--- config.mk ---
export PLATFORM = sky130hd
export DESIGN_NAME = exe_hazard_ctrl_flat
export DESIGN_NICKNAME = d
export VERILOG_FILES = /design/src/rtl/exe_hazard_ctrl_if.sv /design/src/rtl/exe_hazard_ctrl.sv /design/src/flat_wrapper.sv
export SDC_FILE = /design/constraint.sdc
export NUM_CORES = 1
export LEC_CHECK = 0
export ABC_AREA = 1
export ABC_CLOCK_PERIOD_IN_PS = 1610
export CAP_MARGIN = 15
export CORE_ASPECT_RATIO = 0.8
export CORE_MARGIN = 2
export CORE_UTILIZATION = 45
export CTS_CLUSTER_DIAMETER = 60
export CTS_CLUSTER_SIZE = 40
export DETAILED_ROUTE_END_ITERATION = 6
export PLACE_DENSITY = 0.82
export SLEW_MARGIN = 5
export SYNTH_ARGS = -nofsm -noshare
export SYNTH_HDL_FRONTEND = slang
export SYNTH_SLANG_ARGS = --single-unit
--- constraint.sdc ---
create_clock -name clk -period 1.61 [get_ports clk]
set_clock_uncertainty 0.15 [all_clocks]
set_input_delay 0.161 -clock clk [delete_from_list [all_inputs] [get_ports clk]]
set_output_delay 0.161 -clock clk [all_outputs]
set_load 0.01 [all_outputs]
--- src/rtl/exe_hazard_ctrl_if.sv ---
// rtl/exe_hazard_ctrl_if.sv - ID-stage request and hazard/forwarding response bundle
interface exe_hazard_ctrl_if;
    logic        fwd_en;
    logic        id_valid;
    logic [3:0]  id_src1;
    logic [3:0]  id_src2;
    logic        id_two_src;
    logic        id_wb_en;
    logic [3:0]  id_dest;
    logic        id_mem_read;
    logic        branch_taken;
    logic        stall;
    logic        flush;
    logic [1:0]  sel_src1;
    logic [1:0]  sel_src2;
    logic [15:0] stall_count;

    modport master (
        output fwd_en, id_valid, id_src1, id_src2, id_two_src,
               id_wb_en, id_dest, id_mem_read, branch_taken,
        input  stall, flush, sel_src1, sel_src2, stall_count
    );

    modport slave (
        input  fwd_en, id_valid, id_src1, id_src2, id_two_src,
               id_wb_en, id_dest, id_mem_read, branch_taken,
        output stall, flush, sel_src1, sel_src2, stall_count
    );
endinterface

--- src/rtl/exe_hazard_ctrl.sv ---
// rtl/exe_hazard_ctrl.sv - execute-stage hazard detection, forwarding selects and stall counter
module exe_hazard_ctrl (
    input logic              clk,
    input logic              rst,
    exe_hazard_ctrl_if.slave bus
);
    localparam logic [1:0] SEL_REG = 2'b00;
    localparam logic [1:0] SEL_MEM = 2'b01;
    localparam logic [1:0] SEL_WB  = 2'b10;

    // Shadow of the EXE and MEM slots. The WB slot is not kept: the register
    // file is write-before-read, so a producer in WB never forwards or stalls.
    logic        e_valid;
    logic        e_wb_en;
    logic [3:0]  e_dest;
    logic        e_mem_read;
    logic        m_valid;
    logic        m_wb_en;
    logic [3:0]  m_dest;

    logic [1:0]  sel1_q;
    logic [1:0]  sel2_q;
    logic [15:0] count_q;

    logic        me1, me2, mm1, mm2;
    logic        hz1, hz2;
    logic        stall_c;
    logic        load_e;
    logic [1:0]  sel1_d, sel2_d;

    // Hazard detection and next-select generation for the instruction in ID
    always_comb begin
        me1 = e_valid & e_wb_en & (e_dest == bus.id_src1);
        me2 = e_valid & e_wb_en & (e_dest == bus.id_src2) & bus.id_two_src;
        mm1 = m_valid & m_wb_en & (m_dest == bus.id_src1);
        mm2 = m_valid & m_wb_en & (m_dest == bus.id_src2) & bus.id_two_src;

        if (bus.fwd_en) begin
            hz1 = me1 & e_mem_read;
            hz2 = me2 & e_mem_read;
        end else begin
            hz1 = me1 | mm1;
            hz2 = me2 | mm2;
        end

        // A taken branch kills the ID instruction, so it must not also stall
        stall_c = bus.id_valid & (hz1 | hz2) & ~bus.branch_taken;
        load_e  = bus.id_valid & ~stall_c & ~bus.branch_taken;

        // The youngest producer (in E now, in MEM when the consumer executes) wins
        sel1_d = SEL_REG;
        sel2_d = SEL_REG;
        if (bus.fwd_en) begin
            if (me1)      sel1_d = SEL_MEM;
            else if (mm1) sel1_d = SEL_WB;
            if (me2)      sel2_d = SEL_MEM;
            else if (mm2) sel2_d = SEL_WB;
        end
    end

    // Advance the shadow slots, register the selects and count stalled cycles
    always_ff @(posedge clk or negedge rst) begin
        if (!rst) begin
            e_valid    <= 1'b0;
            e_wb_en    <= 1'b0;
            e_dest     <= 4'd0;
            e_mem_read <= 1'b0;
            m_valid    <= 1'b0;
            m_wb_en    <= 1'b0;
            m_dest     <= 4'd0;
            sel1_q     <= SEL_REG;
            sel2_q     <= SEL_REG;
            count_q    <= 16'd0;
        end else begin
            m_valid <= e_valid;
            m_wb_en <= e_wb_en;
            m_dest  <= e_dest;
            if (load_e) begin
                e_valid    <= 1'b1;
                e_wb_en    <= bus.id_wb_en;
                e_dest     <= bus.id_dest;
                e_mem_read <= bus.id_mem_read;
                sel1_q     <= sel1_d;
                sel2_q     <= sel2_d;
            end else begin
                e_valid    <= 1'b0;
                e_wb_en    <= 1'b0;
                e_dest     <= 4'd0;
                e_mem_read <= 1'b0;
                sel1_q     <= SEL_REG;
                sel2_q     <= SEL_REG;
            end
            if (stall_c && count_q != 16'hFFFF) begin
                count_q <= count_q + 16'd1;
            end
        end
    end

    assign bus.stall       = stall_c;
    assign bus.flush       = bus.branch_taken;
    assign bus.sel_src1    = sel1_q;
    assign bus.sel_src2    = sel2_q;
    assign bus.stall_count = count_q;
endmodule

--- src/flat_wrapper.sv ---
// flat-port wrapper written by rule: the top's interface ports become plain ports
module exe_hazard_ctrl_flat 
  (clk, rst, bus_fwd_en, bus_id_valid, bus_id_src1, bus_id_src2, bus_id_two_src, bus_id_wb_en, bus_id_dest, bus_id_mem_read, bus_branch_taken, bus_stall, bus_flush, bus_sel_src1, bus_sel_src2, bus_stall_count);
  exe_hazard_ctrl_if bus_i ();
  input logic clk;
  input logic rst;
  input wire logic [$bits(bus_i.fwd_en)-1:0] bus_fwd_en;
  input wire logic [$bits(bus_i.id_valid)-1:0] bus_id_valid;
  input wire logic [$bits(bus_i.id_src1)-1:0] bus_id_src1;
  input wire logic [$bits(bus_i.id_src2)-1:0] bus_id_src2;
  input wire logic [$bits(bus_i.id_two_src)-1:0] bus_id_two_src;
  input wire logic [$bits(bus_i.id_wb_en)-1:0] bus_id_wb_en;
  input wire logic [$bits(bus_i.id_dest)-1:0] bus_id_dest;
  input wire logic [$bits(bus_i.id_mem_read)-1:0] bus_id_mem_read;
  input wire logic [$bits(bus_i.branch_taken)-1:0] bus_branch_taken;
  output wire logic [$bits(bus_i.stall)-1:0] bus_stall;
  output wire logic [$bits(bus_i.flush)-1:0] bus_flush;
  output wire logic [$bits(bus_i.sel_src1)-1:0] bus_sel_src1;
  output wire logic [$bits(bus_i.sel_src2)-1:0] bus_sel_src2;
  output wire logic [$bits(bus_i.stall_count)-1:0] bus_stall_count;
  assign bus_i.fwd_en = bus_fwd_en;
  assign bus_i.id_valid = bus_id_valid;
  assign bus_i.id_src1 = bus_id_src1;
  assign bus_i.id_src2 = bus_id_src2;
  assign bus_i.id_two_src = bus_id_two_src;
  assign bus_i.id_wb_en = bus_id_wb_en;
  assign bus_i.id_dest = bus_id_dest;
  assign bus_i.id_mem_read = bus_id_mem_read;
  assign bus_i.branch_taken = bus_branch_taken;
  assign bus_stall = bus_i.stall;
  assign bus_flush = bus_i.flush;
  assign bus_sel_src1 = bus_i.sel_src1;
  assign bus_sel_src2 = bus_i.sel_src2;
  assign bus_stall_count = bus_i.stall_count;
  exe_hazard_ctrl u_core (.clk(clk), .rst(rst), .bus(bus_i));
endmodule
# ---- Word-level counts from Yosys, hierarchy flattened
# Cells that the tools add are included.
dict set report op_classes {
  add_sub_neg 1
  eq_ne 5
  mux 14
  bitwise 19
  reduce_logical 1
}
# op count
set op_table {}
lappend op_table {{$add 16x1->16 const B} 1}
lappend op_table {{$eq 4x4->1} 4}
lappend op_table {{$mux 2} 8}
lappend op_table {{$ne 16x16->1 const B} 1}
lappend op_table {{$and 1x1->1} 14}
lappend op_table {{$mux 1} 5}
lappend op_table {{$mux 4} 1}
lappend op_table {{$or 1x1->1} 3}
lappend op_table {{$not 1->1} 2}
lappend op_table {{$logic_and 1x1->1} 1}
dict set report word_totals {
  ff_bits 33
  in_bits 20
  word_cells 50
}

# ---- Logic depth before layout (Yosys ltp)
dict set report logic_depth {
  ltp_word 12
  ltp_mapped 12
  mapped_depth_nobuf 11
}

# ---- Worst setup path after synthesis
# OpenSTA, ideal clock, no wires.
dict set report synth_path {
  path_kind {register to register}
  startpoint {register u_core.count_q[0], in the netlist u_core.bus.stall_count[0]}
  endpoint {register u_core.count_q[11], in the netlist u_core.bus.stall_count[11]}
  setup_time_ps 67
  arrival_ps 1608
  t_required_ps 1393
  slack_ps -215
  path_stages_with_launch 11
  path_cell_list {dfrtp_1 > ha_1 > nand3_2 > nor2_4 > nand2_2 > nor3_4 > nand3_4 > nand3_2 > buf_6 > nand2_1 > nand2_1}
}
dict set report synth_between {
  elab_chain_len 2
  elab_cells_between_ends 3
  cone_classes {add/sub (1); eq/ne (1); reduce/logical (1)}
}
# element line
set synth_lines {}
lappend synth_lines {{from (decl)} exe_hazard_ctrl.sv:23} ;# logic [15:0] count_q;
lappend synth_lines {{from (signal assigned)} exe_hazard_ctrl.sv:94} ;# count_q <= count_q + 16'd1;
lappend synth_lines {{parallel branches: the longest is 2 deep, another holds $add 16x1->16} n/a}
# Several ways; the timed one is not identified.
# A chain may end at the register's enable or synchronous reset.

# ---- Worst setup path in the final report
dict set report layout_path {
  startpoint {register u_core.e_dest[0]}
  endpoint {output port bus_stall}
}
dict set report layout_between {
  elab_chain_len 8
  elab_cells_between_ends 14
  cone_classes {eq/ne (2); mux (2); bitwise (10)}
}
# element line
set layout_lines {}
lappend layout_lines {{from (decl)} exe_hazard_ctrl.sv:15} ;# logic [3:0] e_dest;
lappend layout_lines {{from (signal assigned)} exe_hazard_ctrl.sv:81} ;# e_dest <= bus.id_dest;
lappend layout_lines {{$eq 4x4->1} exe_hazard_ctrl.sv:34} ;# me2 = e_valid & e_wb_en & (e_dest == bus.id_src2) & bus.id_two_src;
lappend layout_lines {{$and 1x1->1 (2 in a row)} exe_hazard_ctrl.sv:34}
lappend layout_lines {{$or 1x1->1 or $and 1x1->1 (tied branches)} {exe_hazard_ctrl.sv:43, exe_hazard_ctrl.sv:40}}
lappend layout_lines {{$mux 1} exe_hazard_ctrl.sv:38} ;# if (bus.fwd_en) begin
lappend layout_lines {{$or 1x1->1 (*)} exe_hazard_ctrl.sv:47} ;# stall_c = bus.id_valid & (hz1 | hz2) & ~bus.branch_taken;
lappend layout_lines {{$and 1x1->1 (*) (2 in a row)} exe_hazard_ctrl.sv:47}
lappend layout_lines {{to (decl)} flat_wrapper.sv:16} ;# output wire logic [$bits(bus_i.stall)-1:0] bus_stall;
# Every way passes the cells marked *; elsewhere a longest branch is shown, timed or not.

==> results.ini <==
[status]
status = finished, violations left
failed_checks = negative setup slack

[layout]
nets = 365
syn_to_final_growth_pct = 56.8
fillers = 288
n_antenna_cell = 0
drive_gt1_share_pct = 27.0
fin_cells = 400
final_area_sq_um = 2940

[floorplan]
io-pin-count = 42
dieHeight_um = 61.8
row_count = 20
dieArea_sq_um = 4710
die_x_um = 76.2
core_area_sq_um = 3900
start_util_pct = 48.1

[power]
vdd_ir_drop_max_v = 0.000479
p_switching_uw = 405
intPower_uw = 1280
clkPwrFrac_pct = 38.1
switching_share_pct = 24.0
p_leak_uw = 0.00158
pwr_density_cell_nw_per_um2 = 574
comb_power_share_pct = 11.2
sequentialPowerShare_pct = 50.7

[routing]
dr.first_iter.drc_count = 175
wire_per_inst_um = 13.4
ant_nets = 0
dr.pass1.iters = 5
totalWireLength_um = 5360
drc = 0
vias_per_cell = 4.96
num_vias = 1983

[synth]
netlist_instances = 251
syn-cell-area_sq_um = 1880
ys_ff_latch = 33
yosysTopAreaCellShare_pct = 44.0
ys_seq_area_share_pct = 44.0
yosys_warnings = 0
synthTopCellsByArea = dfrtp_1 44%, nand2_1 18%, inv_1 7.0%
synth_cell_types = 21
synth_nets = 272
synth_top_area_cell = dfrtp_1
syn_avg_cell_area_sq_um = 7.48

[setup_path]
timing.rr.end = u_core.bus.stall_count[4]$_DFFE_PN0P_
startpoint = u_core.e_dest[0]$_DFF_PN0_
cp.required_ns = 1.30
cp_max_fo = 4
rrSetupSlack_ns = -0.27
worstSetupEndpointType = output port
crit_arrival_ns = 1.58
endpoint = bus_stall
timing.rr.start = u_core.e_dest[0]$_DFF_PN0_
start_kind = flip-flop
criticalPathCategory = flip-flop to output port
r2r_cells = 13

[clock_tree]
cts_tree = built
clock_sinks = 33
clock_path_buffers = 2
cts-root-buf = clkbuf_8
clk_pin_slew_ns = 0.07
cts_buffers = 5
insertion_delay_ns = 0.29
cts_max_level = 2
cts_hold_buf = 0

[sta]
setup_violations = 27
timing.hold.ws_ns = 0.0460
layout_min_cycle_time_ns = 1.89
tightest_slew_ns = 0.334
fmax_mhz = 528
rsz0062_at_grt = true
maxSlewHeadroom_pct = 77.6
final_hold_viol_count = 0
slew_violations = 0
finalWorstSetupSlack_ns = -0.284
finalCritPeriodShare_pct = 118

[placed_design]
globalplace.congestion = 0.973
dp_cells = 374
portBuffers = 41
dpl.hpwl_um = 3540
place_area_sq_um = 2620

[global_route]
grt_pass1_vias = 1755
grt_antenna_before_repair = 0
grt_pass1_wl_um = 8070
grt_overflow = 0
grt_use_total_pct = 22.7
grt_max_degree = 23

[run]
cap_violations = 0

[min_path]
hp-class = primary input to async pin

==> layout by cell type (no fill, tap or decap), types with 3 or more instances in the layout <==
master / n
xor2_1: 6
xnor2_1: 11
nand3_1: 10
nand3_4: 5
nand2_2: 10
nand4_1: 20
nor2_2: 6
inv_2: 3
dlygate4sd2_1: 12
clkbuf_8: 6
clkdlybuf4s50_1: 23
buf_12: 3
nor2_1: 22
nand2_1: 79
inv_1: 32
dfrtp_2: 5
dfrtp_1: 28
dlymetal6s2s_1: 5
nor3_1: 3
buf_4: 45
==> per-layer routing <==
metal  vias to the layer above  GRT usage, %  wire length (um)
li1                        975             -                 -
met1                       917          30.4              2430
met2                        79          36.9              2520
met3                        12          6.50               323
met4                         0          7.27                96
met5                         -             0                 0
==> worst min-delay path by stage <==
stage / startpoint / endpoint / slack [ns]
2_1_floorplan: rst / u_core.bus.sel_src1[0]$_DFF_PN0_ / -0.28
3_3_place_gp: u_core.e_wb_en$_DFF_PN0_ / u_core.m_wb_en$_DFF_PN0_ / 0.24
3_5_place_dp: u_core.e_valid$_DFF_PN0_ / u_core.m_valid$_DFF_PN0_ / 0.24
4_1_cts: rst / u_core.bus.stall_count[1]$_DFFE_PN0P_ / 0.04
5_1_grt: rst / u_core.bus.stall_count[1]$_DFFE_PN0P_ / 0.07
6_report: rst / u_core.bus.stall_count[0]$_DFFE_PN0P_ / 0.05
==> power groups by stage <==
stage	registers, uW	logic, uW	clock network (uW)
after floorplan	870	63.7	0
after global routing	858	209	708
final	857	189	643
after global placement	871	170	0
after detailed placement	872	172	0
after CTS	856	177	665
==> cells in the mapped netlist <==
master / number
nor2_2: 1
ha_1: 1
nand2_1: 89
nor3_4: 1
nand4_1: 20
nor2_1: 27
nand2_2: 2
nand3_4: 1
dfrtp_1: 33
buf_6: 1
xor2_1: 6
nand3_1: 11
nor2_4: 1
xnor2_1: 11
nand3_2: 2
clkbuf_1: 1
buf_2: 2
buf_4: 1
inv_1: 35
or2_2: 1
nor3_1: 4
==> cells by family (layout without fill, tap and decap cells) <==
| logic type | Yosys count | after routing | share of synthesized area, % |
|---|---|---|---|
| adder cells (fa/ha/maj) | 1 | 1 | 0.667 |
| flip-flops | 33 | 33 | 44.0 |
| AND/OR/NAND/NOR | 160 | 162 | 38.7 |
| buffers and inverters | 40 | 132 | 8.73 |
| XOR/XNOR | 17 | 17 | 7.93 |
==> stage by stage <==
stage | power, uW | utilization [%] | setup TNS [ns] | worst slack, ns
floorplan | 934 | - | -1.71 | -0.116
global placement | 1040 | 67.1 | -12.54 | -0.682
detailed placement | 1040 | 67.1 | -13.64 | -0.699
CTS | 1700 | 71.7 | -3.09 | -0.284
global route | 1770 | 75.4 | -6.69 | -0.427
finish | 1690 | 75.4 | -3.66 | -0.284
==> area by class of cell <==
type | count | area, sq um | share of cell area, %
Inverter | 35 | 131 | 4.46
Multi-Input combinational cell | 180 | 1020 | 34.5
Clock buffer | 7 | 86.3 | 2.93
Clock inverter | 1 | 7.51 | 0.255
Sequential cell | 33 | 832 | 28.3
Timing Repair Buffer | 89 | 801 | 27.2
Tap cell | 55 | 68.8 | 2.34
==> registers in the layout (all words and copies together) (netlist names) <==
| register | flops |
|---|---|
| u_core.bus.sel_src1 | 2 |
| u_core.bus.sel_src2 | 2 |
| u_core.bus.stall_count | 16 |
| u_core.e_dest | 4 |
| u_core.e_mem_read | 1 |
| u_core.e_valid | 1 |
| u_core.e_wb_en | 1 |
| u_core.m_dest | 4 |
| u_core.m_valid | 1 |
| u_core.m_wb_en | 1 |
==> critical path, stage by stage (launching register included) <==
cell	delay, ns
dfrtp_1	0.40
inv_2	0.06
nand2_1	0.05
nand2_1	0.07
nor2_1	0.12
nand3_1	0.11
nand2_1	0.08
nand2_2	0.07
nand2_4	0.07
inv_2	0.04
nor3_2	0.08
buf_2	0.14
==> repair_timing <==
action | 4_1_cts | 5_1_grt
pin swaps | 9 | 7
gates resized for setup | 23 | 31
setup buffers | 9 | 7
endpoints found under the setup margin | 40 | 34
gates cloned | 2 | 0
Power figures use the tool's default switching activity.
